<file path="src/rtl/uart_pkg.sv">
// Shared types for the UART receive path: receiver FSM states, the per-frame
// configuration snapshot and the FIFO entry sizing.
package uart_pkg;

    typedef enum logic [2:0] {
        IDLE,
        START,
        DATA,
        PARITY,
        STOP1,
        STOP2
    } rx_state_t;

    typedef struct packed {
        logic [3:0] len;
        logic       par_en;
        logic       par_odd;
        logic       stop2;
    } rx_cfg_t;

    // Each FIFO entry carries {break, ferr, perr} above the data bits.
    localparam int FLAG_W = 3;

    function automatic int entry_width(input int data_w);
        return data_w + FLAG_W;
    endfunction

endpackage

</file>
<file path="src/rtl/uart_sync_fifo.sv">
// First-word-fall-through synchronous FIFO with exact occupancy count.
// A push while full is dropped unless a pop happens in the same cycle.
module uart_sync_fifo #(
    parameter int WIDTH = 11,
    parameter int DEPTH = 8
) (
    input  logic                       clk,
    input  logic                       rst_n,
    input  logic                       push,
    input  logic [WIDTH-1:0]           wdata,
    input  logic                       pop,
    output logic [WIDTH-1:0]           rdata,
    output logic                       empty,
    output logic                       full,
    output logic [$clog2(DEPTH):0]     count
);

    localparam int AW = $clog2(DEPTH);
    localparam int CW = AW + 1;

    logic [WIDTH-1:0] mem [DEPTH];
    logic [AW-1:0]    wr_ptr;
    logic [AW-1:0]    rd_ptr;
    logic             do_push;
    logic             do_pop;

    assign empty   = (count == '0);
    assign full    = (count == CW'(DEPTH));
    assign do_pop  = pop && !empty;
    assign do_push = push && (!full || do_pop);
    assign rdata   = empty ? '0 : mem[rd_ptr];

    always_ff @(posedge clk or negedge rst_n) begin
        if (!rst_n) begin
            wr_ptr <= '0;
            rd_ptr <= '0;
            count  <= '0;
        end else begin
            if (do_push) wr_ptr <= wr_ptr + 1'b1;
            if (do_pop)  rd_ptr <= rd_ptr + 1'b1;
            count <= count + CW'(do_push) - CW'(do_pop);
        end
    end

    // NOTE: the storage array has no reset; empty gates rdata, so stale contents are never visible.
    always_ff @(posedge clk) begin
        if (do_push) mem[wr_ptr] <= wdata;
    end

endmodule

</file>
<file path="src/rtl/uart_rx_fifo.sv">
// UART receiver with 3-sample majority vote, per-frame latched configuration
// and a FWFT receive FIFO holding per-character error and break flags.
module uart_rx_fifo
    import uart_pkg::*;
#(
    parameter int DATA_W     = 8,
    parameter int OVERSAMPLE = 16,
    parameter int FIFO_DEPTH = 8
) (
    input  logic                          clk,
    input  logic                          rst_n,
    input  logic                          baud_os_en,
    input  logic                          rx,
    input  logic [3:0]                    cfg_len,
    input  logic                          cfg_par_en,
    input  logic                          cfg_par_odd,
    input  logic                          cfg_stop2,
    input  logic                          rd_en,
    output logic                          rd_valid,
    output logic [DATA_W-1:0]             rd_data,
    output logic                          rd_perr,
    output logic                          rd_ferr,
    output logic                          rd_break,
    output logic [$clog2(FIFO_DEPTH):0]   fifo_count,
    output logic                          overflow,
    input  logic                          clr_overflow,
    output logic                          rx_busy
);

    localparam int TW      = $clog2(OVERSAMPLE);
    localparam int ENTRY_W = entry_width(DATA_W);

    localparam logic [TW-1:0] T_S0   = TW'(OVERSAMPLE / 2 - 1);
    localparam logic [TW-1:0] T_S1   = TW'(OVERSAMPLE / 2);
    localparam logic [TW-1:0] T_DEC  = TW'(OVERSAMPLE / 2 + 1);
    localparam logic [TW-1:0] T_LAST = TW'(OVERSAMPLE - 1);

    logic              sync1, rx_s;
    rx_state_t         state, next_state;
    rx_cfg_t           cfg_eff, frame;
    logic [TW-1:0]     tick_cnt;
    logic [1:0]        smp;
    logic [3:0]        bit_cnt;
    logic [DATA_W-1:0] shreg;
    logic              par_acc, perr_r, ferr_r, zero_r;
    logic              start_det, decide, bit_val;
    logic              push, brk_final, ferr_final;
    logic [DATA_W-1:0] push_data;
    logic [ENTRY_W-1:0] push_entry, head;
    logic              fifo_empty, fifo_full;

    // NOTE: sequential blocks use non-blocking assignments so both flops sample the old value on the same edge.
    always_ff @(posedge clk or negedge rst_n) begin
        if (!rst_n) begin
            sync1 <= 1'b1;
            rx_s  <= 1'b1;
        end else begin
            sync1 <= rx;
            rx_s  <= sync1;
        end
    end

    always_comb begin
        cfg_eff.len     = (int'(cfg_len) < 5 || int'(cfg_len) > DATA_W) ? 4'(DATA_W) : cfg_len;
        cfg_eff.par_en  = cfg_par_en;
        cfg_eff.par_odd = cfg_par_odd;
        cfg_eff.stop2   = cfg_stop2;
    end

    assign start_det = (state == IDLE) && baud_os_en && !rx_s;
    assign decide    = (state != IDLE) && baud_os_en && (tick_cnt == T_DEC);
    assign bit_val   = (smp[0] & smp[1]) | (smp[0] & rx_s) | (smp[1] & rx_s);

    always_ff @(posedge clk or negedge rst_n) begin
        if (!rst_n) state <= IDLE;
        else        state <= next_state;
    end

    // NOTE: every always_comb output gets a default first so no path leaves it unassigned (no latch).
    always_comb begin
        next_state = state;
        push       = 1'b0;
        unique case (state)
            IDLE:   if (start_det) next_state = START;
            START:  if (decide) next_state = bit_val ? IDLE : DATA;
            DATA:   if (decide && bit_cnt == frame.len - 4'd1)
                        next_state = frame.par_en ? PARITY : STOP1;
            PARITY: if (decide) next_state = STOP1;
            STOP1:  if (decide) begin
                        if (frame.stop2) begin
                            next_state = STOP2;
                        end else begin
                            next_state = IDLE;
                            push       = 1'b1;
                        end
                    end
            STOP2:  if (decide) begin
                        next_state = IDLE;
                        push       = 1'b1;
                    end
            default: next_state = IDLE;
        endcase
    end

    always_ff @(posedge clk or negedge rst_n) begin
        if (!rst_n) begin
            frame    <= '0;
            tick_cnt <= '0;
            smp      <= 2'b11;
            bit_cnt  <= '0;
            shreg    <= '0;
            par_acc  <= 1'b0;
            perr_r   <= 1'b0;
            ferr_r   <= 1'b0;
            zero_r   <= 1'b0;
        end else if (start_det) begin
            frame    <= cfg_eff;
            tick_cnt <= '0;
            bit_cnt  <= '0;
            shreg    <= '0;
            par_acc  <= 1'b0;
            perr_r   <= 1'b0;
            ferr_r   <= 1'b0;
            zero_r   <= 1'b1;
        end else if (state != IDLE && baud_os_en) begin
            tick_cnt <= (tick_cnt == T_LAST) ? '0 : tick_cnt + 1'b1;
            if (tick_cnt == T_S0) smp[0] <= rx_s;
            if (tick_cnt == T_S1) smp[1] <= rx_s;
            if (tick_cnt == T_DEC) begin
                case (state)
                    DATA: begin
                        // Bits enter at the MSB; the push right-aligns them to len.
                        shreg   <= {bit_val, shreg[DATA_W-1:1]};
                        bit_cnt <= bit_cnt + 4'd1;
                        par_acc <= par_acc ^ bit_val;
                        zero_r  <= zero_r & ~bit_val;
                    end
                    PARITY: begin
                        perr_r <= (par_acc ^ bit_val) != frame.par_odd;
                        zero_r <= zero_r & ~bit_val;
                    end
                    STOP1: begin
                        ferr_r <= ~bit_val;
                        zero_r <= zero_r & ~bit_val;
                    end
                    default: ;
                endcase
            end
        end
    end

    // At the final stop decision the current sample still has to be folded in.
    assign brk_final  = (state == STOP1) ? (zero_r & ~bit_val) : zero_r;
    assign ferr_final = ferr_r | ~bit_val | brk_final;
    assign push_data  = shreg >> (DATA_W - int'(frame.len));
    assign push_entry = {brk_final, ferr_final, perr_r, push_data};

    uart_sync_fifo #(
        .WIDTH (ENTRY_W),
        .DEPTH (FIFO_DEPTH)
    ) u_fifo (
        .clk   (clk),
        .rst_n (rst_n),
        .push  (push),
        .wdata (push_entry),
        .pop   (rd_en),
        .rdata (head),
        .empty (fifo_empty),
        .full  (fifo_full),
        .count (fifo_count)
    );

    // When full the FIFO is non-empty, so rd_en alone decides whether the push fits.
    always_ff @(posedge clk or negedge rst_n) begin
        if (!rst_n)                            overflow <= 1'b0;
        else if (push && fifo_full && !rd_en)  overflow <= 1'b1;
        else if (clr_overflow)                 overflow <= 1'b0;
    end

    assign rd_valid = !fifo_empty;
    assign {rd_break, rd_ferr, rd_perr, rd_data} = head;
    assign rx_busy  = (state != IDLE);

endmodule

</file>
<file path="config.mk">
export PLATFORM = sky130hd
export DESIGN_NAME = uart_rx_fifo
export DESIGN_NICKNAME = d
export VERILOG_FILES = /design/src/rtl/uart_pkg.sv /design/src/rtl/uart_sync_fifo.sv /design/src/rtl/uart_rx_fifo.sv
export SDC_FILE = /design/constraint.sdc
export NUM_CORES = 1
export LEC_CHECK = 0
export CAP_MARGIN = 10
export CORE_ASPECT_RATIO = 1.25
export CORE_MARGIN = 2
export CORE_UTILIZATION = 50
export DETAILED_ROUTE_END_ITERATION = 6
export PLACE_DENSITY_LB_ADDON = 0.12
export SYNTH_ARGS = -nofsm -noshare
export SYNTH_HDL_FRONTEND = slang
export SYNTH_SLANG_ARGS = --single-unit
</file>
<file path="constraint.sdc">
create_clock -name clk -period 7.6 [get_ports clk]
set_input_delay 1.9 -clock clk [delete_from_list [all_inputs] [get_ports clk]]
set_output_delay 1.9 -clock clk [all_outputs]
set_load 0.005 [all_outputs]
</file>
# Word-level counts from Yosys, hierarchy flattened
# Memory sizes are Yosys's and may differ from the RTL's.
# Cells that the tools add are included.
# Widths: inputs -> output; s select.
# totals
mem_count,1
ff_bits,45
ram_bits,88
mem_bits_ro,0
elab_cells,142
in_bits,13
latchBits,0
# mem_list
memory,words,word_bits,read_ports,rd_ports_with_merged_regs,wr,line_no,text
u_fifo.mem,8,11,1,0,1,uart_sync_fifo.sv:21,logic [WIDTH-1:0] mem [DEPTH];
# classes
reduce_logical,33
n_shift,1
n_div,0
n_mul,0
eq_ne,18
order_cmp,2
bitwise,11
muxes,48
n_addsub,8
# ops
cell,n
$mux 4,8
$mux 8,4
$shr 8x32->8,1
$mux 1,24
$mux 3,8
$pmux 3 s6,1
$reduce_and 3->1,6
$eq 4x4->1 const B,4
$reduce_bool 2->1,7
$ne 2x2->1 const B,6
$mux 11,1
$logic_and 1x1->1,9
$add 4x1->4 const B,2
$add 3x1->3 const B,2
$eq 3x2->1 const B,2
$eq 3x3->1 const B,2
$reduce_and 6->1,1
$sub 4x4->5 const A,1
$add 4x1->4,1
$and 1x1->1,4
$eq 4x3->1 const B,1
$eq 4x4->1,1
$gt 4x4->1 const B,1
$logic_not 1->1,4
15 further kinds,20

# Depth between registers and ports, before layout
# depth
ltp_word,9
mapped_depth,10
depth_no_buf,10

# Hierarchy
# A second synthesis with hierarchy kept.
# unflattened
cells_unflattened,432
hier_area_um2,6175.9
# modules_own_cells
mod,area_each_um2,instances,cells_per_inst
uart_sync_fifo,3968.8,1,188
uart_rx_fifo,2207.1,1,244

# Worst setup path before layout
# Ideal clock, no wire load.
# synth_timing
kind,input to register
startpoint,input baud_os_en
endpoint,"memory u_fifo.mem[1][0], enable pin"
path_slack_ns,3.767
arrival_ns,3.440
required_time_ns,7.207
setup_time_ns,0.393
cell_stages,5
path_buffers,1
cell_sequence,and4b_1 -> buf_2 -> o2111a_1 -> nand3_1 -> nor3_1
# synth_via
elab_chain_len,7
# synth_lines
element,line_no,text
"start, declared",uart_rx_fifo.sv:12,"input logic baud_os_en,"
$logic_and 1x1->1 * (2 in a row),uart_rx_fifo.sv:71,assign decide = (state != IDLE) && baud_os_en && (tick_cnt == T_DEC);
$mux 1 (on tied branches),"uart_rx_fifo.sv:97, uart_rx_fifo.sv:89",
$pmux 1 s2 *,uart_rx_fifo.sv:83,unique case (state)
$logic_and 1x1->1 *,uart_sync_fifo.sv:30,assign do_push = push && (!full || do_pop);
$mux 1 *,uart_sync_fifo.sv:47,if (do_push) mem[wr_ptr] <= wdata;
$mux 1 (implied by the code) *,uart_sync_fifo.sv:47,
"end, declared",uart_sync_fifo.sv:21,
# Every way passes the cells marked *; elsewhere a longest branch is shown, timed or not.

# Worst setup path after layout
# layout_timing
startpoint,register u_fifo.rd_ptr[1]
endpoint,output rd_data[1]
# layout_via
elab_chain_len,2
# layout_lines
element,line_no,text
"start, declared",uart_sync_fifo.sv:23,logic [AW-1:0] rd_ptr;
"start signal, assigned",uart_sync_fifo.sv:40,if (do_pop) rd_ptr <= rd_ptr + 1'b1;
$mem_v2 8x11,n/a,
$mux 11,uart_sync_fifo.sv:31,assign rdata = empty ? '0 : mem[rd_ptr];
"end, declared",uart_rx_fifo.sv:20,"output logic [DATA_W-1:0] rd_data,"
# No other way between the ends.

==> impl_metrics.env <==
export IMPL_status="finished, final reports clean"
export IMPL_min_from="sync1$_DFF_PN1_"
export IMPL_portBuffers=30
export IMPL_ant_nets=0
export IMPL_antenna_found_initial=0
export IMPL_path_max_fanout=24
export IMPL_routed_wl_um=11700
export IMPL_diodes=0
export IMPL_synth_compound_area_share_pct=6.57
export IMPL_pin_count=31
export IMPL_grt_use_total_pct=19.8
export IMPL_ys_flop_type="edfxtp_1"
export IMPL_syn_area_mm2=0.00617
export IMPL_syn_area_per_cell_um2=14.4
export IMPL_yosysUniqueCellTypes=67
export IMPL_clk_latency_ns=0.41
export IMPL_cp_cell_sequence="mux4_2 > mux2i_1 > nor2_1 > clkdlybuf4s50_1"
export IMPL_synth_async_reset_ratio_pct=33.8
export IMPL_p_sw_share_pct=29.3
export IMPL_layout_commonest_cell="edfxtp_1"
export IMPL_placement_rows=45
export IMPL_synth_top_family_by_area="multiplexers"
export IMPL_cts_buffers=17
export IMPL_seq_power_share_pct=40.9
export IMPL_synthXorXnorAreaFrac_pct=2.78
export IMPL_pwr_share_clk_pct=34.3
export IMPL_mostFrequentLayoutCells="edfxtp_1, dfrtp_1, nor2_1"
export IMPL_grt_pass1_vias=3645
export IMPL_power_density_mw_per_mm2=328
export IMPL_crit_path_start_kind="flop"
export IMPL_cts_tree="done"
export IMPL_grt_pass1_wl_um=19400
export IMPL_dp_slack_ns=2.73
export IMPL_r2r_start="u_fifo.count[2]$_DFF_PN0_"
export IMPL_hold_path_cell_count=0
export IMPL_htree_levels=4
export IMPL_dp_hpwl_um=8180
export IMPL_hold_buffers=0
export IMPL_critPathArrivalTime_ns=2.63
export IMPL_wire_per_inst_um=18.3
export IMPL_synthAdderAreaFrac_pct=3.12
export IMPL_drc=0
export IMPL_cts_buffer_depth=2
export IMPL_drt_vias_per_instance=5.64
export IMPL_rr_endpoint="u_fifo.count[2]$_DFF_PN0_"
export IMPL_fp_dieW_um=103
export IMPL_holdCritPathClass="reg2reg"
export IMPL_clk_pin_slew_ns=0.06
export IMPL_finClkSkew_ns=0.00935
export IMPL_drtIter0Drc=140
export IMPL_ys_seq_elements=133
export IMPL_nets=489
export IMPL_clock_sinks=133
export IMPL_synth_edf_count=88
export IMPL_root_buffer="clkbuf_16"
export IMPL_layout_setup_ws_ns=3.07
export IMPL_synth_seq_area_share_pct=61.2
export IMPL_overflow=0
export IMPL_die_y_um=128
export IMPL_crit_family="flip-flops"
export IMPL_area_delta_synth_final_pct=16.9
export IMPL_place_gp_congestion=0.766
export IMPL_ir_worst_vdd_uv=193
export IMPL_post_cts_resized=0
export IMPL_p_leak_nw=2.79
export IMPL_hold_end="rx_s$_DFF_PN1_"
export IMPL_synthCells=429
export IMPL_synth_simple_area_share_pct=9.71
export IMPL_vias=3606
export IMPL_required_ns=5.70
export IMPL_rsz0062_at_grt="no"
export IMPL_maxCapViolations=0
export IMPL_p_int_mw=1.67
export IMPL_crit_buf_inv=1
export IMPL_period_share_pct=59.7
export IMPL_hold_viol_final=0
export IMPL_p_comb_share_pct=24.8
export IMPL_p_switching_mw=0.693
export IMPL_cpPeakStageDelay_ns=1.02
export IMPL_n_fill_cell=910
export IMPL_worst_pin_slew_ns=1.06
export IMPL_setup_tns_ns=0
export IMPL_cp_end_kind="output pin"
export IMPL_die_area_mm2=0.0132
export IMPL_fin_crit_ns=4.53
export IMPL_finalMaxSlewViolations=0
export IMPL_cpMaxStageDelayCell="dfrtp_1"
export IMPL_drive_gt1_share_pct=16.8
export IMPL_synth_mux_area_share_pct=13.7
export IMPL_setup_viol=0
export IMPL_drtPass1Iterations=4
export IMPL_rr_worst_depth=10
export IMPL_relSlewSlack_pct=29.2
export IMPL_yosys_warnings=0
export IMPL_initial_utilization_pct=51.0
export IMPL_synth_nets=456
export IMPL_path_class="reg2out"
export IMPL_core_region_area_mm2=0.0121
export IMPL_timing_fmax_mhz=221
export IMPL_grt_max_degree=46
export IMPL_regToRegSetupSlack_ns=4.61
export IMPL_cts_setup_buffers=0
==> cell usage after synthesis, types with 2 or more instances <==
| cell type | instances | area (um^2) |
|---|---|---|
| a21oi_1 | 11 | 55.1 |
| nor3b_1 | 3 | 22.5 |
| inv_1 | 21 | 78.8 |
| mux2i_1 | 21 | 210 |
| nand2_1 | 28 | 105 |
| xor2_1 | 8 | 70.1 |
| nand3_1 | 8 | 40.0 |
| nor2b_1 | 5 | 31.3 |
| or3b_1 | 3 | 26.3 |
| a311oi_1 | 2 | 17.5 |
| or3_1 | 2 | 12.5 |
| ha_1 | 13 | 163 |
| a31o_2 | 2 | 17.5 |
| clkbuf_1 | 7 | 26.3 |
| nor2_1 | 32 | 120 |
| o22ai_1 | 2 | 12.5 |
| a22oi_1 | 3 | 22.5 |
| nand4_1 | 4 | 25.0 |
| a32o_1 | 2 | 20.0 |
| mux4_2 | 24 | 541 |
| a31oi_1 | 2 | 12.5 |
| o2bb2ai_1 | 2 | 17.5 |
| and2_1 | 2 | 12.5 |
| xnor2_1 | 9 | 78.8 |
| edfxtp_1 | 88 | 2640 |
| o211ai_1 | 5 | 37.5 |
| dfstp_2 | 4 | 105 |
| a41oi_1 | 2 | 17.5 |
| dfrtp_1 | 41 | 1030 |
| buf_2 | 10 | 50.1 |
| mux2_2 | 6 | 67.6 |
| nand3b_1 | 2 | 15.0 |
| a21o_1 | 2 | 15.0 |
| nand2b_1 | 5 | 31.3 |
| o21ai_0 | 10 | 50.1 |
| nor3_1 | 7 | 35.0 |
==> worst max-delay path by stage <==
stage / slack [ns] / startpoint / depth (start not counted) / to
after CTS: 3.01 / u_fifo.rd_ptr[1]$_DFFE_PN0P_ / 4 / rd_data[1]
after global placement: 2.82 / baud_os_en / 5 / u_fifo.mem[4][4]$_DFFE_PP_
after floorplan: 3.77 / baud_os_en / 5 / u_fifo.mem[1][0]$_DFFE_PP_
after detailed placement: 2.73 / baud_os_en / 5 / u_fifo.mem[4][9]$_DFFE_PP_
after global routing: 2.93 / u_fifo.rd_ptr[1]$_DFFE_PN0P_ / 4 / rd_data[1]
final: 3.07 / u_fifo.rd_ptr[1]$_DFFE_PN0P_ / 4 / rd_data[1]
==> flip-flops by register name (all words and copies together) (netlist names) <==
name,flops
bit_cnt,4
shreg,8
tick_cnt,4
ferr_r,1
frame,7
perr_r,1
u_fifo.count,4
u_fifo.mem,88
sync1,1
rx_s,1
u_fifo.rd_ptr,3
smp,2
u_fifo.wr_ptr,3
state,3
zero_r,1
par_acc,1
overflow,1
==> through the flow <==
step	cells	hold slack (ns)	cell area (um^2)	util, %	power, mW
2_1_floorplan	429	0.345	6170	-	1.39
3_3_place_gp	606	0.346	6600	54.5	1.56
3_5_place_dp	606	0.348	6600	54.5	1.58
4_1_cts	638	0.356	7210	59.5	2.39
5_1_grt	639	0.362	7210	59.6	2.50
6_report	639	0.355	7210	59.6	2.36
==> layer usage <==
metal | vias to the layer above | part of all wire [%] | global-route usage [%]
met5 | - | 0 | 0
met4 | 0 | 1.0 | 5.11
met3 | 14 | 3.2 | 4.91
met2 | 81 | 52 | 32.9
met1 | 1812 | 43 | 26.0
li1 | 1699 | - | -
==> kinds of logic after synthesis <==
kind of cell / Yosys count
DFF: 133
and+or+nand+nor: 112
AOI/OAI and AO/OA: 57
muxes: 52
buffers and inverters: 42
xor gates and xnor gates: 18
adders and majority gates: 15
==> power groups by stage <==
stage	logic [mW]	registers, mW	clock network, mW
6_report	0.587	0.966	0.812
5_1_grt	0.661	0.982	0.856
4_1_cts	0.596	0.968	0.824
3_5_place_dp	0.595	0.982	0
3_3_place_gp	0.583	0.979	0
2_1_floorplan	0.485	0.907	0
==> area by class of cell <==
cell class,count,area (um^2),share of cell area (%)
Clock inverter,11,125,1.73
Sequential cell,133,3770,52.3
Timing Repair Buffer,35,330,4.58
Clock buffer,21,480,6.66
Multi-Input combinational cell,254,2220,30.8
Inverter,21,78.8,1.09
Tap cell,164,205,2.85
Note: power is estimated with default switching activity, not from simulation.
